File: src/rtl/pc_ifid_stage.sv
// Fetch-stage PC control and IF/ID pipeline register.
// Picks the next PC from the sequential, branch or jump path, and supports stall, flush and halt.
module pc_ifid_stage #(
  parameter int unsigned    LEN      = 32,
  parameter logic [LEN-1:0] PC_RESET = '0,
  parameter logic [5:0]     HALT_OPC = 6'b111111
) (
  input  logic           i_clk,
  input  logic           i_rst_n,
  input  logic           i_enable,
  input  logic           i_stall,
  input  logic           i_flush,
  input  logic [LEN-1:0] i_pc_plus4,
  input  logic           i_branch_taken,
  input  logic [LEN-1:0] i_branch_target,
  input  logic           i_jump,
  input  logic [LEN-1:0] i_jump_target,
  input  logic [31:0]    i_instr,
  output logic [LEN-1:0] o_pc,
  output logic           o_adder_enable,
  output logic [LEN-1:0] o_ifid_pc4,
  output logic [31:0]    o_ifid_instr,
  output logic           o_ifid_valid,
  output logic           o_halted
);

  logic [LEN-1:0] pc_q, pc_d;
  logic [LEN-1:0] ifid_pc4_q, ifid_pc4_d;
  logic [31:0]    ifid_instr_q, ifid_instr_d;
  logic           ifid_valid_q, ifid_valid_d;
  logic           halted_q, halted_d;

  logic redirect;
  logic adv;
  logic fetch_is_halt;

  assign redirect      = i_branch_taken | i_jump;
  assign adv           = i_enable & ~i_stall & ~halted_q & ~redirect;
  assign fetch_is_halt = (i_instr[31:26] == HALT_OPC);

  // Priority: redirect > flush > stall > halted > normal advance.
  always_comb begin
    pc_d         = pc_q;
    ifid_pc4_d   = ifid_pc4_q;
    ifid_instr_d = ifid_instr_q;
    ifid_valid_d = ifid_valid_q;
    halted_d     = halted_q;

    if (i_enable) begin
      if (redirect) begin
        // Branch wins because it belongs to the older instruction.
        pc_d         = i_branch_taken ? i_branch_target : i_jump_target;
        ifid_pc4_d   = '0;
        ifid_instr_d = '0;
        ifid_valid_d = 1'b0;
        halted_d     = 1'b0;
      end else if (i_flush) begin
        ifid_pc4_d   = '0;
        ifid_instr_d = '0;
        ifid_valid_d = 1'b0;
        if (!i_stall && !halted_q) begin
          pc_d = i_pc_plus4;
        end
      end else if (i_stall) begin
        pc_d = pc_q;
      end else if (halted_q) begin
        // Drain a single bubble behind the HALT word.
        ifid_pc4_d   = '0;
        ifid_instr_d = '0;
        ifid_valid_d = 1'b0;
      end else begin
        ifid_pc4_d   = i_pc_plus4;
        ifid_instr_d = i_instr;
        ifid_valid_d = 1'b1;
        if (fetch_is_halt) begin
          halted_d = 1'b1;
        end else begin
          pc_d = i_pc_plus4;
        end
      end
    end
  end

  always_ff @(posedge i_clk or negedge i_rst_n) begin
    if (!i_rst_n) begin
      pc_q         <= PC_RESET;
      ifid_pc4_q   <= '0;
      ifid_instr_q <= '0;
      ifid_valid_q <= 1'b0;
      halted_q     <= 1'b0;
    end else begin
      pc_q         <= pc_d;
      ifid_pc4_q   <= ifid_pc4_d;
      ifid_instr_q <= ifid_instr_d;
      ifid_valid_q <= ifid_valid_d;
      halted_q     <= halted_d;
    end
  end

  assign o_pc           = pc_q;
  assign o_adder_enable = adv;
  assign o_ifid_pc4     = ifid_pc4_q;
  assign o_ifid_instr   = ifid_instr_q;
  assign o_ifid_valid   = ifid_valid_q;
  assign o_halted       = halted_q;

endmodule

File: config.mk
export PLATFORM = sky130hd
export DESIGN_NAME = pc_ifid_stage
export DESIGN_NICKNAME = d
export VERILOG_FILES = /design/src/rtl/pc_ifid_stage.sv
export SDC_FILE = /design/constraint.sdc
export NUM_CORES = 1
export LEC_CHECK = 0
export BUFFER_PORTS_ARGS = -buffer_cell sky130_fd_sc_hd__buf_2
export CORE_MARGIN = 2
export CORE_UTILIZATION = 50
export CTS_BUF_LIST = sky130_fd_sc_hd__clkbuf_4
export CTS_CLUSTER_SIZE = 25
export DETAILED_ROUTE_END_ITERATION = 12
export GPL_TIMING_DRIVEN = 1
export PLACE_DENSITY_LB_ADDON = 0.2
export SETUP_SLACK_MARGIN = 0.2
export SYNTH_ARGS = -nofsm -noshare
export SYNTH_HDL_FRONTEND = slang
export SYNTH_SLANG_ARGS = --single-unit
File: constraint.sdc
create_clock -name i_clk -period 5 [get_ports i_clk]
set_clock_uncertainty 0.15 [all_clocks]
set_input_delay 0.75 -clock i_clk [delete_from_list [all_inputs] [get_ports i_clk]]
set_output_delay 0.75 -clock i_clk [all_outputs]
set_load 0.01 [all_outputs]
### Word-level counts from Yosys, hierarchy flattened

Cells that the tools add are included.

| operators by class | value |
|---|---|
| equal/unequal tests | 7 |
| multiplexer cells | 24 |
| bitwise operators | 7 |
| reduce and logical (&&, ||, !) cells | 6 |

Operators with widths:

| cell | number |
|---|---|
| two-way mux 32 bit | 15 |
| two-way mux 1 bit | 9 |
| equality test 6 bit (second input constant) | 1 |
| != test 3 x 1 -> 1 bit (second input constant) | 2 |
| AND reduction 5 bit | 1 |
| != test 2 x 1 -> 1 bit (second input constant) | 2 |
| bitwise AND 1 bit | 3 |
| != test 3 x 2 -> 1 bit (second input constant) | 1 |
| != test 3 bit (second input constant) | 1 |
| inverter 1 bit | 3 |
| AND reduction 3 bit | 1 |
| zero test 1 bit | 2 |
| AND reduction 2 bit | 1 |
| logical AND 1 bit | 1 |
| bitwise OR 1 bit | 1 |

| word-level totals | value |
|---|---|
| register bits | 98 |
| bits of input ports | 135 |
| logic and storage cells | 49 |

### Depth between registers and ports, before layout

Gate-level depths: netlist (run 1).

| logic depth | value |
|---|---|
| depth after elaboration | 6 |
| depth in mapped cells | 7 |
| mapped depth without buffers | 4 |

### Worst setup path before layout (run 1)

OpenSTA, ideal clock, no wires.

| path | value |
|---|---|
| path type | input-to-output |
| from | in i_jump |
| to | out o_adder_enable |
| arrival time | 1435 ps |
| path slack | 2665 ps |
| stages | 3 |
| buffers on the path | 2 |
| path through | buf_2 > buf_2 > nor3_1 |

| on the way | value |
|---|---|
| word-level cells in the longest chain between the ends | 3 |

RTL lines:

| what | line | text |
|---|---|---|
| start: declaration | 16 | `input logic i_jump,` |
| bitwise OR 1 bit | 37 | `assign redirect = i_branch_taken \| i_jump;` |
| inverter 1 bit | 38 | `assign adv = i_enable & ~i_stall & ~halted_q & ~redirect;` |
| bitwise AND 1 bit | 38 |  |
| end: declaration | 20 | `output logic o_adder_enable,` |

No other way between the ends.

### Worst setup path after layout (run 1)

| path | value |
|---|---|
| from | in i_jump |
| to | reg ifid_pc4_q[6], in the netlist o_ifid_pc4[6] |

| on the way | value |
|---|---|
| word-level cells in the longest chain between the ends | 3 |
| elaborated cells between the ends (all ways) | 4 |
| classes of those cells | eq/ne: 1; mux: 1; bitwise: 1; reduce/logical: 1 |

RTL lines:

| what | line | text |
|---|---|---|
| bitwise OR 1 bit * | 37 |  |
| != test 3 x 1 -> 1 bit (no source line) | -- |  |
| AND reduction 2 bit (no source line) | -- |  |
| end signal: assignment | 93 | `ifid_pc4_q <= ifid_pc4_d;` |
| end: declaration | 28 | `logic [LEN-1:0] ifid_pc4_q, ifid_pc4_d;` |

Every way passes the cells marked *; elsewhere a longest branch is shown, timed or not.
A chain may end at the register's enable or synchronous reset.

==> results.txt, run 1 <==
IO Pins: 234
Final Instance Area: 5700 µm²
Final #Nets: 690
Vias in the first global route: 3631
Syn_area_per_cell: 13.1 µm²
CTS Hold Bufs: 0
Global-route wire length before repair: 18600 µm
Overflow after GRT: 0
Sequential area share after synthesis: 56.2%
Vias/cell: 5.34
Clock Sinks: 98
DP HPWL: 8490 µm
Final setup viols: 0
Kind of critical path: input port to flip-flop
Leakage: 0.00326 µW
Fin crit period: 2.61 ns
Clk_lat worst skew: 0.40 ns
WL final: 11600 µm
Total power density per cell area: 293 nW/µm²
FF-to-FF path depth: 4
CTS tree: built
Hold WC Path Type: input port to asynchronous set/reset pin
Routed wire length per instance: 17.4 µm
Final worst-path cycle share: 52.2%
Number of buffers created by CTS: 9
Full die area: 9480 µm²
Critical path peak fanout: 35
Post-CTS setup buffers: 0
Worst slew margin: 43.6%
Synth Warn #: 0
Post-layout util: 66.4%
Clock Tree Root: clkbuf_4
Syn Std Cell Area: 4360 µm²
Internal reg-to-reg setup slack: 2.66 ns
Endpoint class of the critical path: flip-flop
Port bufs: 233
Layout cell share with drive strength beyond 1: 52.0%
Via Count: 3564
N_diodes: 0
Area of the multi-input gates: 1730 µm²
Initial antenna violation count: 0
H-Tree Depth: 3
Worst EP arrival: 2.82 ns
Starting density of the core: 50.7%
Global Route Usage Sum: 24.3%
Clock-pin slew on the worst setup and hold paths: 0.17 ns
Hold_ws: 0.129 ns
Yosys reg bits: 98
Maxcap violations: 0
Fin. Hold Viols: 0
Post-synth net total: 468
RR Endpoint: o_pc[7]
Worst EP required: 5.21 ns
RSZ-0062 raised after global routing: false
Worst slew pin tran: 0.844 ns
Reg2reg start: o_halted
Die extent in y: 97.4 µm
Clk buf depth: 2
CTS resizes: 0
Fill cells: 715
Residual DRC count: 0
Largest net degree at the start of global routing: 67
Startpoint Class: input port
Setup TNS: 0 ns
Max VDD drop: 0.154 mV
Die W: 97.4 µm
Gate Count Post-Synth: 333
Status: completed
GP Congestion: 0.838
Seq. cell area: 2450 µm²
Layout area overhead: 30.8%
1st-iter DRT viols: 116
Cell area after placement: 5540 µm²
Site Rows: 34
Fmax: 0.383 GHz
Post-route ant nets: 0
Core outline area: 8590 µm²
Distinct cells, synth: 23
Slew Viols, Final: 0
DR pass1 iterations: 4
-- power breakdown --
part	internal, µW	switching, µW
sequential	846	29.8
combinational	165	158
clock	211	262
-- sequential cells by signal, summed over array words and instances (netlist names) --
name	flops
o_halted	1
o_ifid_instr	32
o_ifid_pc4	32
o_ifid_valid	1
o_pc	32
-- final cells by class --
cell class / count / area share (%)
clock inverters: 6 / 1.58
flip-flops and latches: 98 / 43.0
well taps: 108 / 2.37
clock buffers: 10 / 1.32
multi-input cells: 206 / 30.4
repair buffers: 239 / 21.3
inverters: 1 / 0.0658
-- per-layer routing --
layer | vias up | GRT usage (%) | share of wire, %
li1 | 1665 | - | -
met1 | 1712 | 32.2 | 41
met2 | 171 | 39.5 | 48
met3 | 16 | 6.40 | 8.8
met4 | 0 | 7.37 | 1.7
met5 | - | 0 | 0
-- worst max-delay path, stage by stage --
cell	delay, ns
buf_2	0.10
buf_4	0.30
nor3_1	0.35
nand2_1	0.11
nand2_2	0.48
buf_4	0.49
a22o_1	0.23
-- how the worst max path moves through the flow --
stage	cells after the start	from	slack, ns	endpoint
after floorplan	3	i_jump	2.66	o_adder_enable
after global placement	6	i_jump	2.00	o_ifid_instr[4]
after detailed placement	6	i_jump	1.93	o_ifid_instr[2]
after CTS	6	i_jump	2.38	o_ifid_instr[2]
after global routing	6	i_jump	2.28	o_ifid_instr[2]
final	7	i_jump	2.39	o_ifid_pc4[6]
-- cell usage after synthesis, drive strengths merged --
| master | count | area [µm²] |
|---|---|---|
| a21o | 1 | 7.51 |
| a22o | 64 | 561 |
| a31oi | 1 | 6.26 |
| and2b | 1 | 7.51 |
| buf | 22 | 151 |
| clkbuf | 6 | 22.5 |
| dfrtp | 98 | 2450 |
| inv | 1 | 3.75 |
| mux2 | 32 | 473 |
| mux2i | 32 | 320 |
| nand2 | 35 | 131 |
| nand3b | 1 | 7.51 |
| nand4 | 1 | 6.26 |
| nor2 | 1 | 3.75 |
| nor3 | 3 | 20.0 |
| o21a | 1 | 7.51 |
| o21ai | 32 | 160 |
| o21bai | 1 | 18.8 |
-- per-stage QoR --
step                      cells  setup slack [ns]  power [µW]
final                       668              2.39        1670
after global routing        668              2.28        1750
after CTS                   668              2.38        1690
after detailed placement    652              1.93        1220
after global placement      652              2.00        1210
after floorplan             333              2.66        1060
-- cell families after synthesis --
logic type             Yosys count  synth area share, %
buffers and inverters           29                 4.07
multiplexers                    64                 18.2
flip-flops                      98                 56.2
AND/OR/NAND/NOR                 42                 4.05
AO/OA/AOI/OAI                  100                 17.4
-- cell usage in the layout (no fill, tap or decap), types with 2 or more instances in the layout --
cell       instances
clkbuf_4          10
o21ai_0           32
mux2_2             2
nand2_1           34
buf_2            232
nor3_1             2
dfrtp_1           98
mux2i_1           32
a22o_1            64
buf_4              7
bufinv_16          2
mux2_4            30
Note: power is estimated with default switching activity, not from simulation.
==> inputs of run 2 (changes only) <==
Settings changed: ABC_AREA from default to 1, CORE_UTILIZATION 50 to 48.
Clock period 5 ns to 2.7 ns, I/O delays scaled along.
==> run 2 against run 1 <==
Compared with the run above: first-iteration DRC count grew to 2.8 times the previous value; sequential power up 89%; die area increased by 14%; clock power rose by 63%; worst hold slack worse by 0.094 ns; via count increased by 39%; combinational power rose by 110%; area after synthesis increased by 10%; critical path type is now input port to output pin; critical endpoint is now o_adder_enable; largest power group unchanged.
==> results.txt, run 2 <==
Leakage: 0.00356 µW
Adder-Cell Fraction of Synth Area: 0%
Internal reg-to-reg setup slack: 0.99 ns
Core outline area: 9730 µm²
Fin. Hold Viols: 0
Post-CTS setup buffers: 0
Clock Sinks: 98
Worst setup endpoint: o_adder_enable
Yosys reg bits: 98
Reg2reg start: o_halted
Worst setup startpoint: i_branch_taken
Delay-heaviest family, CP: simple AND/OR/NAND/NOR gates
Commonest non-fill, non-tap cell in the layout: buf_2
Gate Count Post-Synth: 592
Routed wire length per instance: 16.0 µm
EDFF count, synth: 0
Vias/cell: 5.29
GP Congestion: 0.839
Port bufs: 233
Cell area after placement: 5960 µm²
Post-synth net total: 727
Synth Warn #: 0
Die extent in y: 104 µm
Maxcap violations: 0
Post-synth top area share: 51.1%
1st-iter DRT viols: 323
Full die area: 10800 µm²
Crit path buffers/inverters: 3
Vias in the first global route: 4816
Synth top cells by count: nand2_1 (201), dfrtp_1 (98), nand4_1 (65)
DR pass1 iterations: 4
WL final: 15000 µm
Number of buffers created by CTS: 9
H-Tree Depth: 3
Final Instance Area: 6130 µm²
Post-synthesis xor/xnor area fraction: 0%
Setup TNS: 0 ns
Overflow after GRT: 0
Syn Std Cell Area: 4800 µm²
Most common cell in the synthesized netlist: nand2_1
Critical path depth: 5
Global-route wire length before repair: 24300 µm
CP Cell Sequence: buf_2 > inv_4 > nand2_4 > nor3_1 > buf_2
Final setup viols: 0
Syn_area_per_cell: 8.11 µm²
Fin crit period: 2.15 ns
Slew Viols, Final: 0
Area of the multi-input gates: 2040 µm²
Worst EP required: 2.14 ns
Worst slew margin: 53.7%
IO Pins: 234
Slowest Stage Delay on Critical Path: 0.34 ns
Worst EP arrival: 1.60 ns
DP HPWL: 10600 µm
Status: completed
Mux contribution to synthesized area: 0%
Clk buf depth: 2
Seq. cell area: 2450 µm²
Hold depth: 3
FFs w/ async S/R, synth: 100%
Hold WC Path Type: input port to flip-flop
CP dominant cell by count: buf_2
Fill cells: 912
Distinct cells, synth: 21
Via Count: 4964
RSZ-0062 raised after global routing: false
Primary FF master, synth: dfrtp_1
Kind of critical path: input port to output pin
Largest net degree at the start of global routing: 71
Layout cell share with drive strength beyond 1: 37.1%
Finished Layout Cells: 938
Largest family of logic cells by synthesized area: simple AND/OR/NAND/NOR gates
Clock-pin slew on the worst setup and hold paths: 0.15 ns
Total power density per cell area: 506 nW/µm²
Total Power: 3100 µW
Placed insts: 919
Top post-synthesis cells by area: dfrtp_1 (51%), nand2_1 (16%), nand4_1 (8.5%), or2_2 (4.2%), nand3_1 (3.4%)
Global Route Usage Sum: 28.0%
Residual DRC count: 0
FF-to-FF path depth: 6
Clock Tree Root: clkbuf_4
Critical path peak fanout: 35
CTS tree: built
Compound-Gate Fraction of Synth Area: 3.60%
Post-synthesis simple-gate area fraction: 38.7%
RR Endpoint: o_pc[3]
Final worst-path cycle share: 79.7%
Endpoint class of the critical path: output pin
N_diodes: 0
Fmax: 0.465 GHz
Layout area overhead: 27.7%
Startpoint Class: input port
Worst path slowest cell: nor3_1
Highest-count cells in the layout ignoring fill and taps: buf_2 (232), nand2_1 (201), dfrtp_1 (98)
Starting density of the core: 49.4%
Initial antenna violation count: 0
CTS resizes: 0
Worst slew pin tran: 0.695 ns
Post-route ant nets: 0
Final #Nets: 936
Largest area contributor in the netlist: dfrtp_1
Max VDD drop: 0.287 mV
Clk_lat worst skew: 0.45 ns
Site Rows: 36
Die W: 104 µm
CTS Hold Bufs: 1
Sequential area share after synthesis: 51.1%
==> run 2: cell count changes after synthesis, sizes merged, moves of 33 or more <==
cell   delta
nor2     +35
nand2   +169
a22o     -64
nand3    +33
nand4    +64
==> run 2: cell type report <==
type,instances,share of cell area (%)
clock inverter,5,0.918
sequential,98,40.0
inverter,7,0.469
clock buffer,10,1.22
multi-input combinational,437,33.2
tap,133,2.71
timing repair buffer,248,21.5
==> run 2: power by group <==
part	internal [µW]	total, µW	switching [µW]
sequential	1580	1650	66.5
clock	287	772	485
combinational	267	684	417
total	2130	3100	969
==> run 2: worst min-delay path by stage <==
stage | from | end | slack [ns]
after floorplan | i_rst_n | o_halted | -0.04
after global placement | i_rst_n | o_ifid_pc4[2] | 0.20
after detailed placement | i_rst_n | o_ifid_pc4[2] | 0.20
after CTS | i_instr[20] | o_ifid_instr[20] | 0.01
after global routing | i_instr[3] | o_ifid_instr[3] | 0.005
final | i_instr[1] | o_ifid_instr[1] | 0.04
==> run 2: kinds of logic after synthesis <==
kind of cell           after synthesis
AO/OA/AOI/OAI                       34
buffers and inverters               57
flip-flops                          98
AND/OR/NAND/NOR                    403
==> run 2: per-layer routing <==
metal	GRT usage, %	vias to the layer above	share of wire (%)
met5	0	-	0
met2	45.4	220	49
met3	5.95	33	8.1
met4	12.1	0	3.1
met1	36.6	2323	40
li1	-	2388	-
==> run 2: worst reg2reg max path, delay by kind of cell, from the launching register on <==
kind	cells	cell delay [ns]
and+or+nand+nor	5	0.68
DFF	1	0.48
buffers and inverters	1	0.34
==> run 2: stage by stage <==
step                      util, %  hold slack, ns  worst slack (ns)
after global routing         63.0         0.00477             0.452
after floorplan                 -         -0.0406              1.05
final                        63.0          0.0351             0.549
after CTS                    62.7         0.00956             0.632
after detailed placement     61.3           0.202             0.404
after global placement       61.3           0.202             0.486
==> inputs of run 3 (changes only) <==
Clock period 2.7 ns to 2.2 ns, I/O delays scaled along.
==> run 3 against run 2 <==
Compared with the run above: register-to-register slack worse by 0.45 ns; largest cell class unchanged; critical path type unchanged; first-iteration DRC count grew 15%; highest routed layer unchanged; final cell count up 6.8%.
==> results.txt, run 3 (synthesized netlist as in run 2, its figures left out) <==
Final WS setup: 0.281 ns
Endpoint class of the critical path: output pin
Fin. Hold Viols: 0
Residual DRC count: 0
Hold WC Path Type: input port to flip-flop
Clk_lat worst skew: 0.44 ns
Port bufs: 233
Worst slew pin tran: 0.708 ns
Clock Tree Root: clkbuf_4
Critical path depth: 6
Startpoint Class: input port
Grt met2 use: 51.5%
Internal reg-to-reg setup slack: 0.54 ns
CTS tree: built
N_diodes: 0
Fmax: 0.521 GHz
Reg2reg start: o_halted
FF-to-FF path depth: 6
Clk buf depth: 2
Hold depth: 3
Worst slew margin: 52.8%
Clock-pin slew on the worst setup and hold paths: 0.13 ns
Worst EP required: 1.72 ns
Slew Viols, Final: 0
Vias/cell: 5.35
Final Instance Area: 6740 µm²
Maxcap violations: 0
Number of buffers created by CTS: 9
Layout area overhead: 40.4%
M1 GR Usage: 38.5%
Status: completed
Critical path peak fanout: 33
Worst slack at placement: 0.0548 ns
DP HPWL: 10800 µm
RR Endpoint: o_pc[28]
RSZ-0062 raised after global routing: false
IO Pins: 234
Vias in the first global route: 5253
Final #Nets: 1000
Fill cells: 815
Fin crit period: 1.92 ns
Site Rows: 36
Highest-count cells in the layout ignoring fill and taps: buf_2 (232), nand2_1 (201), dfrtp_1 (98)
Overflow after GRT: 0
Worst path slowest cell: buf_4
Area of the multi-input gates: 2040 µm²
Worst Hold Launch: i_pc_plus4[31]
GR Layer Usage met3: 5.45%
Worst EP arrival: 1.44 ns
Die extent in y: 104 µm
Crit path buffers/inverters: 4
Routed wire length per instance: 16.4 µm
Via Count: 5357
Global Route Usage Sum: 30.7%
Cell area after placement: 5980 µm²
GP Congestion: 0.888
WL final: 16400 µm
Commonest non-fill, non-tap cell in the layout: buf_2
Clock Sinks: 98
CP Cell Sequence: buf_2 > inv_6 > nand2_4 > buf_4 > nor3_1 > buf_2
Busiest grt layer: met2
Kind of critical path: input port to output pin
Layout cell share with drive strength beyond 1: 34.9%
Full die area: 10800 µm²
Final worst-path cycle share: 87.2%
Initial antenna violation count: 0
Final setup viols: 0
Setup TNS: 0 ns
Leakage: 0.00383 µW
Post-route ant nets: 0
DR pass1 iterations: 7
Post-layout util: 69.3%
Slowest Stage Delay on Critical Path: 0.24 ns
Die W: 104 µm
Worst Hold Path EP: o_ifid_pc4[31]
Global-route wire length before repair: 26500 µm
Largest net degree at the start of global routing: 66
Starting density of the core: 49.4%
Max VDD drop: 0.271 mV
Core outline area: 9730 µm²
Post-CTS setup buffers: 0
Total power density per cell area: 579 nW/µm²
1st-iter DRT viols: 372
CP dominant cell by count: buf_2
Seq. cell area: 2450 µm²
H-Tree Depth: 3
Delay-heaviest family, CP: buffers and inverters
## run 3: metal layers
metal | vias to the layer above | share of wire [%]
met5 | - | 0
met4 | 0 | 3.3
met3 | 43 | 7.1
met2 | 271 | 49
met1 | 2525 | 40
li1 | 2518 | -
## run 3: layout make-up
class	instances	share of cell area, %
flip-flops and latches	98	36.4
repair buffers	312	28.6
clock inverters	4	0.649
well taps	133	2.47
inverters	7	0.464
multi-input cells	437	30.2
clock buffers	11	1.22
## run 3: how the worst max path moves through the flow
stage | start | end | slack [ns]
after floorplan | i_branch_taken | o_adder_enable | 0.70
after global placement | i_branch_taken | o_pc[9] | 0.16
after detailed placement | i_branch_taken | o_ifid_instr[6] | 0.05
after CTS | i_branch_taken | o_adder_enable | 0.23
after global routing | i_branch_taken | o_adder_enable | 0.20
final | i_branch_taken | o_adder_enable | 0.28
## run 3: timing repair
item,in CTS,in global routing
setup endpoints to repair,0,1
resized for setup,0,1
hold buffers,63,0
hold endpoints to repair,98,0
## run 3: where the power goes
group | total [µW] | internal, µW | switching (µW)
registers | 2020 | 1940 | 82.5
logic | 941 | 400 | 541
clock network | 940 | 361 | 579
total | 3900 | 2700 | 1200
## run 3: stage by stage
| stage | hold WS, ns | total power, µW | instances |
|---|---|---|---|
| 6_report | 0.0308 | 3900 | 1002 |
| 5_1_grt | 0.0234 | 4110 | 1002 |
| 4_1_cts | 0.00412 | 3920 | 1002 |
| 3_5_place_dp | 0.188 | 2900 | 924 |
| 3_3_place_gp | 0.177 | 2870 | 924 |
| 2_1_floorplan | -0.116 | 2490 | 592 |
## run 3: worst min-delay path: stages
cell and delay (ns):
buf_2 0.13, nand4_1 0.09, nand2_1 0.05
